<file path="src/rtl/writeback_unit_if.sv">
`default_nettype none
// ============================================================================
// writeback_unit_if : producer handshakes and register-file write port of the
//                     RV32I write-back stage. Revision 1.0
// ============================================================================
interface writeback_unit_if #(
    parameter int WIDTH = 32,
    parameter int DEPTH = 32
);
    logic             alu_valid;
    logic [4:0]       alu_rd;
    logic [WIDTH-1:0] alu_result;
    logic             alu_ready;

    logic             lsu_valid;
    logic [4:0]       lsu_rd;
    logic [WIDTH-1:0] lsu_data;
    logic [2:0]       lsu_funct3;
    logic [1:0]       lsu_byte_off;
    logic             lsu_ready;

    logic             rf_write_en;
    logic [WIDTH-1:0] rf_write_addr;
    logic [WIDTH-1:0] rf_data_in;
    logic [DEPTH-1:0] rd_pending_mask;
    logic             err_illegal_load;

    modport master (
        output alu_valid, alu_rd, alu_result,
        input  alu_ready,
        output lsu_valid, lsu_rd, lsu_data, lsu_funct3, lsu_byte_off,
        input  lsu_ready,
        input  rf_write_en, rf_write_addr, rf_data_in, rd_pending_mask, err_illegal_load
    );

    modport slave (
        input  alu_valid, alu_rd, alu_result,
        output alu_ready,
        input  lsu_valid, lsu_rd, lsu_data, lsu_funct3, lsu_byte_off,
        output lsu_ready,
        output rf_write_en, rf_write_addr, rf_data_in, rd_pending_mask, err_illegal_load
    );
endinterface
`default_nettype wire

</file>
<file path="src/rtl/writeback_unit.sv">
`default_nettype none
// ============================================================================
// writeback_unit : formats loads, buffers two results in order and drains
//                  one register-file write per cycle. Revision 1.0
// ============================================================================
module writeback_unit #(
    parameter int WIDTH = 32,
    parameter int DEPTH = 32
) (
    input  wire logic       clk,
    input  wire logic       rst,
    writeback_unit_if.slave wb
);
    localparam logic [1:0] c_CNT_EMPTY = 2'd0;
    localparam logic [1:0] c_CNT_ONE   = 2'd1;
    localparam logic [1:0] c_CNT_FULL  = 2'd2;

    logic [1:0]       count_q, count_d;
    logic [4:0]       head_rd_q, head_rd_d;
    logic [WIDTH-1:0] head_data_q, head_data_d;
    logic [4:0]       tail_rd_q, tail_rd_d;
    logic [WIDTH-1:0] tail_data_q, tail_data_d;
    logic             err_q, err_d;

    logic             w_lsu_ready, w_alu_ready;
    logic             w_lsu_fire, w_alu_fire;
    logic             w_lsu_push, w_alu_push;
    logic             w_pop;
    logic [1:0]       w_rem;
    logic             w_p0_valid, w_p1_valid;
    logic [4:0]       w_p0_rd;
    logic [WIDTH-1:0] w_p0_data;
    logic [7:0]       w_byte;
    logic [15:0]      w_half;
    logic [WIDTH-1:0] w_load_data;
    logic             w_illegal;
    logic [DEPTH-1:0] w_mask;

    // Readiness looks only at the registered count; no credit for this cycle's pop.
    assign w_lsu_ready = !rst && (count_q <= c_CNT_ONE);
    assign w_alu_ready = !rst && (wb.lsu_valid ? (count_q == c_CNT_EMPTY)
                                               : (count_q <= c_CNT_ONE));
    assign w_lsu_fire  = wb.lsu_valid && w_lsu_ready;
    assign w_alu_fire  = wb.alu_valid && w_alu_ready;
    assign w_lsu_push  = w_lsu_fire && (wb.lsu_rd != 5'd0);
    assign w_alu_push  = w_alu_fire && (wb.alu_rd != 5'd0);
    assign w_pop       = (count_q != c_CNT_EMPTY);

    always_comb begin
        w_byte      = 8'h00;
        w_load_data = '0;
        w_illegal   = 1'b0;
        case (wb.lsu_byte_off)
            2'd0:    w_byte = wb.lsu_data[7:0];
            2'd1:    w_byte = wb.lsu_data[15:8];
            2'd2:    w_byte = wb.lsu_data[23:16];
            default: w_byte = wb.lsu_data[31:24];
        endcase
        w_half = wb.lsu_byte_off[1] ? wb.lsu_data[31:16] : wb.lsu_data[15:0];
        case (wb.lsu_funct3)
            3'b000:  w_load_data = {{(WIDTH-8){w_byte[7]}}, w_byte};
            3'b001:  w_load_data = {{(WIDTH-16){w_half[15]}}, w_half};
            3'b010:  w_load_data = wb.lsu_data;
            3'b100:  w_load_data = {{(WIDTH-8){1'b0}}, w_byte};
            3'b101:  w_load_data = {{(WIDTH-16){1'b0}}, w_half};
            default: w_illegal   = 1'b1;
        endcase
    end

    always_comb begin
        head_rd_d   = head_rd_q;
        head_data_d = head_data_q;
        tail_rd_d   = tail_rd_q;
        tail_data_d = tail_data_q;
        err_d       = w_lsu_fire && w_illegal;
        w_rem       = count_q - {1'b0, w_pop};

        // The load is the older of a same-cycle pair, so it takes the first slot.
        w_p0_valid = w_lsu_push || w_alu_push;
        w_p1_valid = w_lsu_push && w_alu_push;
        w_p0_rd    = w_lsu_push ? wb.lsu_rd : wb.alu_rd;
        w_p0_data  = w_lsu_push ? w_load_data : wb.alu_result;

        if (w_pop) begin
            head_rd_d   = tail_rd_q;
            head_data_d = tail_data_q;
        end

        if (w_rem == c_CNT_EMPTY) begin
            if (w_p0_valid) begin
                head_rd_d   = w_p0_rd;
                head_data_d = w_p0_data;
            end
            if (w_p1_valid) begin
                tail_rd_d   = wb.alu_rd;
                tail_data_d = wb.alu_result;
            end
        end else if (w_p0_valid) begin
            tail_rd_d   = w_p0_rd;
            tail_data_d = w_p0_data;
        end

        count_d = w_rem + {1'b0, w_p0_valid} + {1'b0, w_p1_valid};
    end

    always_ff @(posedge clk) begin
        if (rst) begin
            count_q     <= c_CNT_EMPTY;
            head_rd_q   <= 5'd0;
            head_data_q <= '0;
            tail_rd_q   <= 5'd0;
            tail_data_q <= '0;
            err_q       <= 1'b0;
        end else begin
            count_q     <= count_d;
            head_rd_q   <= head_rd_d;
            head_data_q <= head_data_d;
            tail_rd_q   <= tail_rd_d;
            tail_data_q <= tail_data_d;
            err_q       <= err_d;
        end
    end

    always_comb begin
        w_mask = '0;
        if (count_q != c_CNT_EMPTY) w_mask[head_rd_q] = 1'b1;
        if (count_q == c_CNT_FULL)  w_mask[tail_rd_q] = 1'b1;
    end

    // The write strobe is held off during reset so entries being discarded never commit.
    assign wb.alu_ready        = w_alu_ready;
    assign wb.lsu_ready        = w_lsu_ready;
    assign wb.rf_write_en      = w_pop && !rst;
    assign wb.rf_write_addr    = (w_pop && !rst) ? {{(WIDTH-5){1'b0}}, head_rd_q} : '0;
    assign wb.rf_data_in       = (w_pop && !rst) ? head_data_q : '0;
    assign wb.rd_pending_mask  = w_mask;
    assign wb.err_illegal_load = err_q;
endmodule
`default_nettype wire

</file>
<file path="src/flat_wrapper.sv">
// flat-port wrapper written by rule: the top's interface ports become plain ports
module writeback_unit_flat 
#(
    parameter int WIDTH = 32,
    parameter int DEPTH = 32
)
  (clk, rst, wb_alu_valid, wb_alu_rd, wb_alu_result, wb_alu_ready, wb_lsu_valid, wb_lsu_rd, wb_lsu_data, wb_lsu_funct3, wb_lsu_byte_off, wb_lsu_ready, wb_rf_write_en, wb_rf_write_addr, wb_rf_data_in, wb_rd_pending_mask, wb_err_illegal_load);
  writeback_unit_if #(.WIDTH(WIDTH), .DEPTH(DEPTH)) wb_i ();
  input  wire logic clk;
  input  wire logic rst;
  input wire logic [$bits(wb_i.alu_valid)-1:0] wb_alu_valid;
  input wire logic [$bits(wb_i.alu_rd)-1:0] wb_alu_rd;
  input wire logic [$bits(wb_i.alu_result)-1:0] wb_alu_result;
  output wire logic [$bits(wb_i.alu_ready)-1:0] wb_alu_ready;
  input wire logic [$bits(wb_i.lsu_valid)-1:0] wb_lsu_valid;
  input wire logic [$bits(wb_i.lsu_rd)-1:0] wb_lsu_rd;
  input wire logic [$bits(wb_i.lsu_data)-1:0] wb_lsu_data;
  input wire logic [$bits(wb_i.lsu_funct3)-1:0] wb_lsu_funct3;
  input wire logic [$bits(wb_i.lsu_byte_off)-1:0] wb_lsu_byte_off;
  output wire logic [$bits(wb_i.lsu_ready)-1:0] wb_lsu_ready;
  output wire logic [$bits(wb_i.rf_write_en)-1:0] wb_rf_write_en;
  output wire logic [$bits(wb_i.rf_write_addr)-1:0] wb_rf_write_addr;
  output wire logic [$bits(wb_i.rf_data_in)-1:0] wb_rf_data_in;
  output wire logic [$bits(wb_i.rd_pending_mask)-1:0] wb_rd_pending_mask;
  output wire logic [$bits(wb_i.err_illegal_load)-1:0] wb_err_illegal_load;
  assign wb_i.alu_valid = wb_alu_valid;
  assign wb_i.alu_rd = wb_alu_rd;
  assign wb_i.alu_result = wb_alu_result;
  assign wb_alu_ready = wb_i.alu_ready;
  assign wb_i.lsu_valid = wb_lsu_valid;
  assign wb_i.lsu_rd = wb_lsu_rd;
  assign wb_i.lsu_data = wb_lsu_data;
  assign wb_i.lsu_funct3 = wb_lsu_funct3;
  assign wb_i.lsu_byte_off = wb_lsu_byte_off;
  assign wb_lsu_ready = wb_i.lsu_ready;
  assign wb_rf_write_en = wb_i.rf_write_en;
  assign wb_rf_write_addr = wb_i.rf_write_addr;
  assign wb_rf_data_in = wb_i.rf_data_in;
  assign wb_rd_pending_mask = wb_i.rd_pending_mask;
  assign wb_err_illegal_load = wb_i.err_illegal_load;
  writeback_unit #(.WIDTH(WIDTH), .DEPTH(DEPTH)) u_core (.clk(clk), .rst(rst), .wb(wb_i));
endmodule
</file>
<file path="config.mk">
export PLATFORM = sky130hd
export DESIGN_NAME = writeback_unit_flat
export DESIGN_NICKNAME = d
export VERILOG_FILES = /design/src/rtl/writeback_unit_if.sv /design/src/rtl/writeback_unit.sv /design/src/flat_wrapper.sv
export SDC_FILE = /design/constraint.sdc
export NUM_CORES = 1
export LEC_CHECK = 0
export ABC_AREA = 1
export CAP_MARGIN = 20
export CORE_AREA = 2 2 117 119
export CTS_CLUSTER_DIAMETER = 80
export DETAILED_ROUTE_END_ITERATION = 8
export DIE_AREA = 0 0 119 121
export MAX_ROUTING_LAYER = met4
export PLACE_DENSITY = 0.89
export SLEW_MARGIN = 20
export SYNTH_ARGS = -nofsm -noshare
export SYNTH_HDL_FRONTEND = slang
export SYNTH_SLANG_ARGS = --single-unit
</file>
<file path="constraint.sdc">
create_clock -name clk -period 2.29 [get_ports clk]
set_clock_uncertainty 0.2 [all_clocks]
set_input_delay 0.229 -clock clk [delete_from_list [all_inputs] [get_ports clk]]
set_output_delay 0.229 -clock clk [all_outputs]
set_load 0.1 [all_outputs]
</file>
# Word level (Yosys, flattened, before mapping)
# Index checks and enable logic that the tools add are counted.
# op_classes
n_addsub	3
magnitude_cmp	5
eq_ne	8
n_mux	27
n_bitwise	1
reduce_logical	23
# ops
cell	n
32-bit two-way mux	10
32-bit one-hot mux with 5 select lines	1
5-bit two-way mux	8
32-bit bitwise OR	1
8-bit one-hot mux with 3 select lines	1
16-bit two-way mux	1
5-bit by 6-bit < comparator with 1-bit output, second input constant	2
1-bit logical AND	11
1-bit demux with 5-bit select	2
5-bit by 1-bit greater-or-equal comparator with 1-bit output, second input constant	2
5-bit nonzero test	2
3-bit == test, second input constant	2
2-bit logical NOT	3
5-bit OR reduction	1
2-bit by 1-bit adder with 2-bit output	2
2-bit == test, second input constant	2
1-bit two-way mux	4
2-bit nonzero test	2
3-bit by 1-bit == test with 1-bit output, second input constant	1
3-bit by 2-bit == test with 1-bit output, second input constant	1
3-bit logical NOT	1
2-bit by 1-bit == test with 1-bit output, second input constant	1
2-bit by 1-bit <= comparator with 1-bit output, second input constant	1
2-bit by 1-bit != test with 1-bit output, second input constant	1
other kinds (4)	4
# totals
ff_bits	77
input_bits	83
output_inout_bits	100
wordCells	73

# Logic depth before layout (Yosys ltp)
# depth
ltp_word	8
mapped_depth	13
depth_no_buf	11

# Least setup slack after synthesis
# Ideal clock, no wire load.
# synth_timing
path_kind	register to output
start	reg u_core.count_q[1]
end	out wb_rf_data_in[10]
t_arrival_ps	3716
required_ps	1861
path_slack_ps	-1855
path_stages_with_launch	8
n_path_buf	3
cell_sequence	dfxtp_1 buf_6 nor2_2 buf_4 nor2_1 inv_2 buf_2 nor2_1
# synth_between
elab_chain_len	3
# synth_lines
item	line_no	rtl
from (decl)	writeback_unit.sv:18	logic [1:0] count_q, count_d;
from (signal assigned)	writeback_unit.sv:108	count_q <= c_CNT_EMPTY;
from (signal assigned)	writeback_unit.sv:115	count_q <= count_d;
2-bit nonzero test	writeback_unit.sv:47	assign w_pop = (count_q != c_CNT_EMPTY);
1-bit logical AND	--	
via wb_rf_write_en	flat_wrapper.sv:21	output wire logic [$bits(wb_i.rf_write_en)-1:0] wb_rf_write_en;
32-bit two-way mux	writeback_unit.sv:135	assign wb.rf_data_in = (w_pop && !rst) ? head_data_q : '0;
to (decl)	flat_wrapper.sv:23	output wire logic [$bits(wb_i.rf_data_in)-1:0] wb_rf_data_in;
# The timed path passes the listed nets, and every way through them passes these cells.

# Final worst setup path
# layout_timing
start	reg u_core.count_q[1]
end	out wb_rd_pending_mask[31]
# layout_between
elab_chain_len	4
elab_cells_between_ends	5
cone_classes	eq/ne (1); mux (2); bitwise (1); reduce/logical (1)
# layout_lines
item	line_no	rtl
2-bit nonzero test	writeback_unit.sv:126	if (count_q != c_CNT_EMPTY) w_mask[head_rd_q] = 1'b1;
32-bit two-way mux	writeback_unit.sv:126	
32-bit bitwise OR (no source line)	--	
32-bit two-way mux *	writeback_unit.sv:127	if (count_q == c_CNT_FULL) w_mask[tail_rd_q] = 1'b1;
to (decl)	flat_wrapper.sv:24	output wire logic [$bits(wb_i.rd_pending_mask)-1:0] wb_rd_pending_mask;
# Mark *: on every way between the ends. The rest lies on a longest branch, timed or not.

==> results.toml <==
[yosys]
synthCells = 1124
synth_top_family_by_area = "simple AND/OR/NAND/NOR gates"
synthSimpleGateAreaFrac_pct = 43.5
synth-compound-area-share_pct = 10.6
syn_avg_cell_area_sq_um = 5.46
yosys.area_share.xor_xnor_pct = 0
synth_top_area_cell = "dfxtp_1"
synth_cell_types = 32
yosys_register_bits = 77
yosysTopAreaCellShare_pct = 25.1
synth-adder-area-share_pct = 0.326
yosys_warnings = 0
muxShareOfSynthArea_pct = 0
synth_area_sq_um = 6140
seq_area_frac_synth_pct = 25.1
synth.area.top_cells = "dfxtp_1, nand2_1, nor2_1, inv_1, nand3_1"

[global_routing]
grt-ovfl-total = 0
antenna_found_initial = 1
grt_start_max_net_pins = 76
grt_pass1_vias = 6953
grtUsageTotal_pct = 29.9
grt_pass1_wl_mm = 33.9

[run_status]
violations = "negative setup slack"
status = "finished, violations left"

[timing]
worst_slew_pin_slew_ps = 545
hold_viol = 0
period_share_pct = 101
grt_setup_unrepaired = "true"
finalWorstSetupSlack_ps = -13.0
drv_slew = 0
setup-violations-final = 1
relSlewSlack_pct = 63.4
timing.setup.tns_ps = -13.0
max_freq_mhz = 434
min_period_ps = 2300

[worst_hold_path]
hold_path.class = "flip-flop to flip-flop"
hp-start = "u_core.tail_data_q[13]$_SDFFE_PP0P_"

[setup_path]
path_class = "flip-flop to output port"
startpoint_type = "flip-flop"
cp_slowest_cell = "dfxtp_2"
r2r_start = "u_core.count_q[0]$_SDFF_PP0_"
cp_slowest_stage_delay_ps = 420
crit_arrival_ps = 1870
crit_fanout = 8
worstSetupStartpoint = "u_core.count_q[1]$_SDFF_PP0_"
critPathCaptureType = "output port"
rrSetupSlack_ps = 270
crit_chain = "nand2_1 -> inv_1 -> nand3_2 -> o21ai_1 -> buf_12"
worstPathRequired_ps = 1860

[floorplanning]
dieArea_sq_um = 14400
rows = 42
die_y_microns = 121
die_w_microns = 119
top_level_ports = 183
initial_utilization_pct = 46.9
core_area_sq_um = 13100

[clock_tree]
clockBufferDepth = 2
cts_max_level = 3
clk_latency_ps = 340
cts.clk_slew.worst_paths_ps = 60
cts_buffers = 9
tritoncts = "done"
clock_sinks = 77
ctsRootBufferMaster = "clkbuf_16"

[place]
gp_congestion = 0.986
io_buffer_count = 155
dp_hpwl_mm = 15.3

[final_layout]
syn_to_final_growth_pct = 53.4
nets = 1350
drive_gt1_share_pct = 18.0
fin_util_pct = 72.0

[detailed_routing]
drtIter0Drc = 661
post-route-drc-count = 0
dr_total_vias = 7518
routed_wl_mm = 21.0
ant_nets = 0
wl_per_cell_microns = 14.5
dr.pass1.iters = 7
avgViaCountPerCell = 5.19

[power]
power_density_nw_per_um2 = 485
peakVddDrop_mv = 0.374
power.leakage_uw = 0.00451

[run]
maxCapViolCount = 0
## repair_timing
item | CTS | global route
setup endpoints to repair | 16 | 32
setup buffers | 0 | 2
pin swaps | 0 | 1
resized for setup | 6 | 37
endpoints found under the hold margin | 0 | 0
hold buffers | 0 | 0
## layout make-up
| class | count | area (sq um) |
|---|---|---|
| multi-input cells | 789 | 3900 |
| fillers | 968 | 3670 |
| repair buffers | 191 | 2680 |
| flip-flops and latches | 77 | 1550 |
| inverters | 198 | 773 |
| clock buffers | 10 | 229 |
| well taps | 176 | 220 |
| clock inverters | 6 | 63.8 |
| diodes | 1 | 2.50 |
## worst max-delay path, delay by kind of cell, from the launching register on
kind,cells,cell delay (ps)
and+or+nand+nor,2,390
DFF,1,420
buffers and inverters,2,400
AOI/OAI and AO/OA,1,330
## power breakdown
part	switching [uW]	leakage (uW)	internal, uW	total [uW]
Clock	573	0.000138	842	1410
Sequential	72.1	0.000632	1440	1510
Combinational	1100	0.00374	543	1650
## cell usage after synthesis
cell,count
clkbuf_1,14
nor2_1,202
nand3b_2,1
nand2_1,278
nand3_2,1
buf_6,2
nor3_1,9
o21ai_1,16
buf_4,35
a21oi_1,36
inv_2,6
nor3_4,1
buf_2,33
o21ai_0,70
or2_2,4
nor2_4,3
o21ai_2,1
buf_1,2
inv_1,191
conb_1,1
nand4_1,1
o211ai_1,4
fa_1,1
nand3_1,121
nand2_2,2
nor3b_1,1
nor3_2,5
clkinv_1,1
dfxtp_1,77
nand3b_1,3
nand3_4,1
nor2_2,1
## through the flow
step                      total power [uW]  std cells  hold WS, ps  worst slack [ps]  cell area, sq um
after global placement                3090       1429          277             -6.98              8910
after CTS                             4530       1445          312             -42.1              9240
after detailed placement              3120       1429          294             -10.5              8910
final                                 4570       1448          308             -13.0              9420
after floorplan                       2660       1150          101              -337              6620
after global routing                  4770       1448          333             -81.8              9420
## cells by family after synthesis
kind of cell    count (synthesis)
compound gates                127
fa+ha+maj                       1
buf+inv                       284
flops                          77
other cells                     1
simple gates                  634
## flip-flops by register name, indices dropped and copies added, names as in the netlist
register                    flops
u_core.count_q                  2
u_core.head_data_q             32
u_core.head_rd_q                5
u_core.tail_data_q             32
u_core.tail_rd_q                5
u_core.wb.err_illegal_load      1
## cell usage in the layout, fill, tap and decap left out, drive strengths merged, types with 2 or more instances in the layout
master | Yosys | layout
nand3b | 4 | 4
nor2 | 206 | 206
bufinv | 0 | 2
conb | 1 | 27
or2 | 4 | 4
o211ai | 4 | 4
clkbuf | 14 | 10
nand2 | 280 | 280
clkinv | 1 | 5
o21ai | 87 | 87
dfxtp | 77 | 77
nand3 | 123 | 123
clkdlybuf4s50 | 0 | 82
buf | 72 | 109
a21oi | 36 | 36
inv | 197 | 194
nor3 | 15 | 15
clkinvlp | 0 | 3
## metal layers
metal / vias up / GRT usage, % / routed length, microns
li1: 3650 / - / -
met1: 3386 / 36.5 / 8380
met2: 425 / 48.7 / 9980
met3: 57 / 5.59 / 1880
met4: 0 / 12.4 / 728
met5: - / - / 0
## final timing paths
check	endpoint	cells after the start
worst max-delay path	wb_rd_pending_mask[31]	5
worst min-delay path	u_core.tail_data_q[13]$_SDFFE_PP0P_	2
worst max register to register	u_core.head_data_q[20]$_SDFF_PP0_	9
worst min register to register	u_core.tail_data_q[13]$_SDFFE_PP0P_	2
Power figures use the tool's default switching activity.
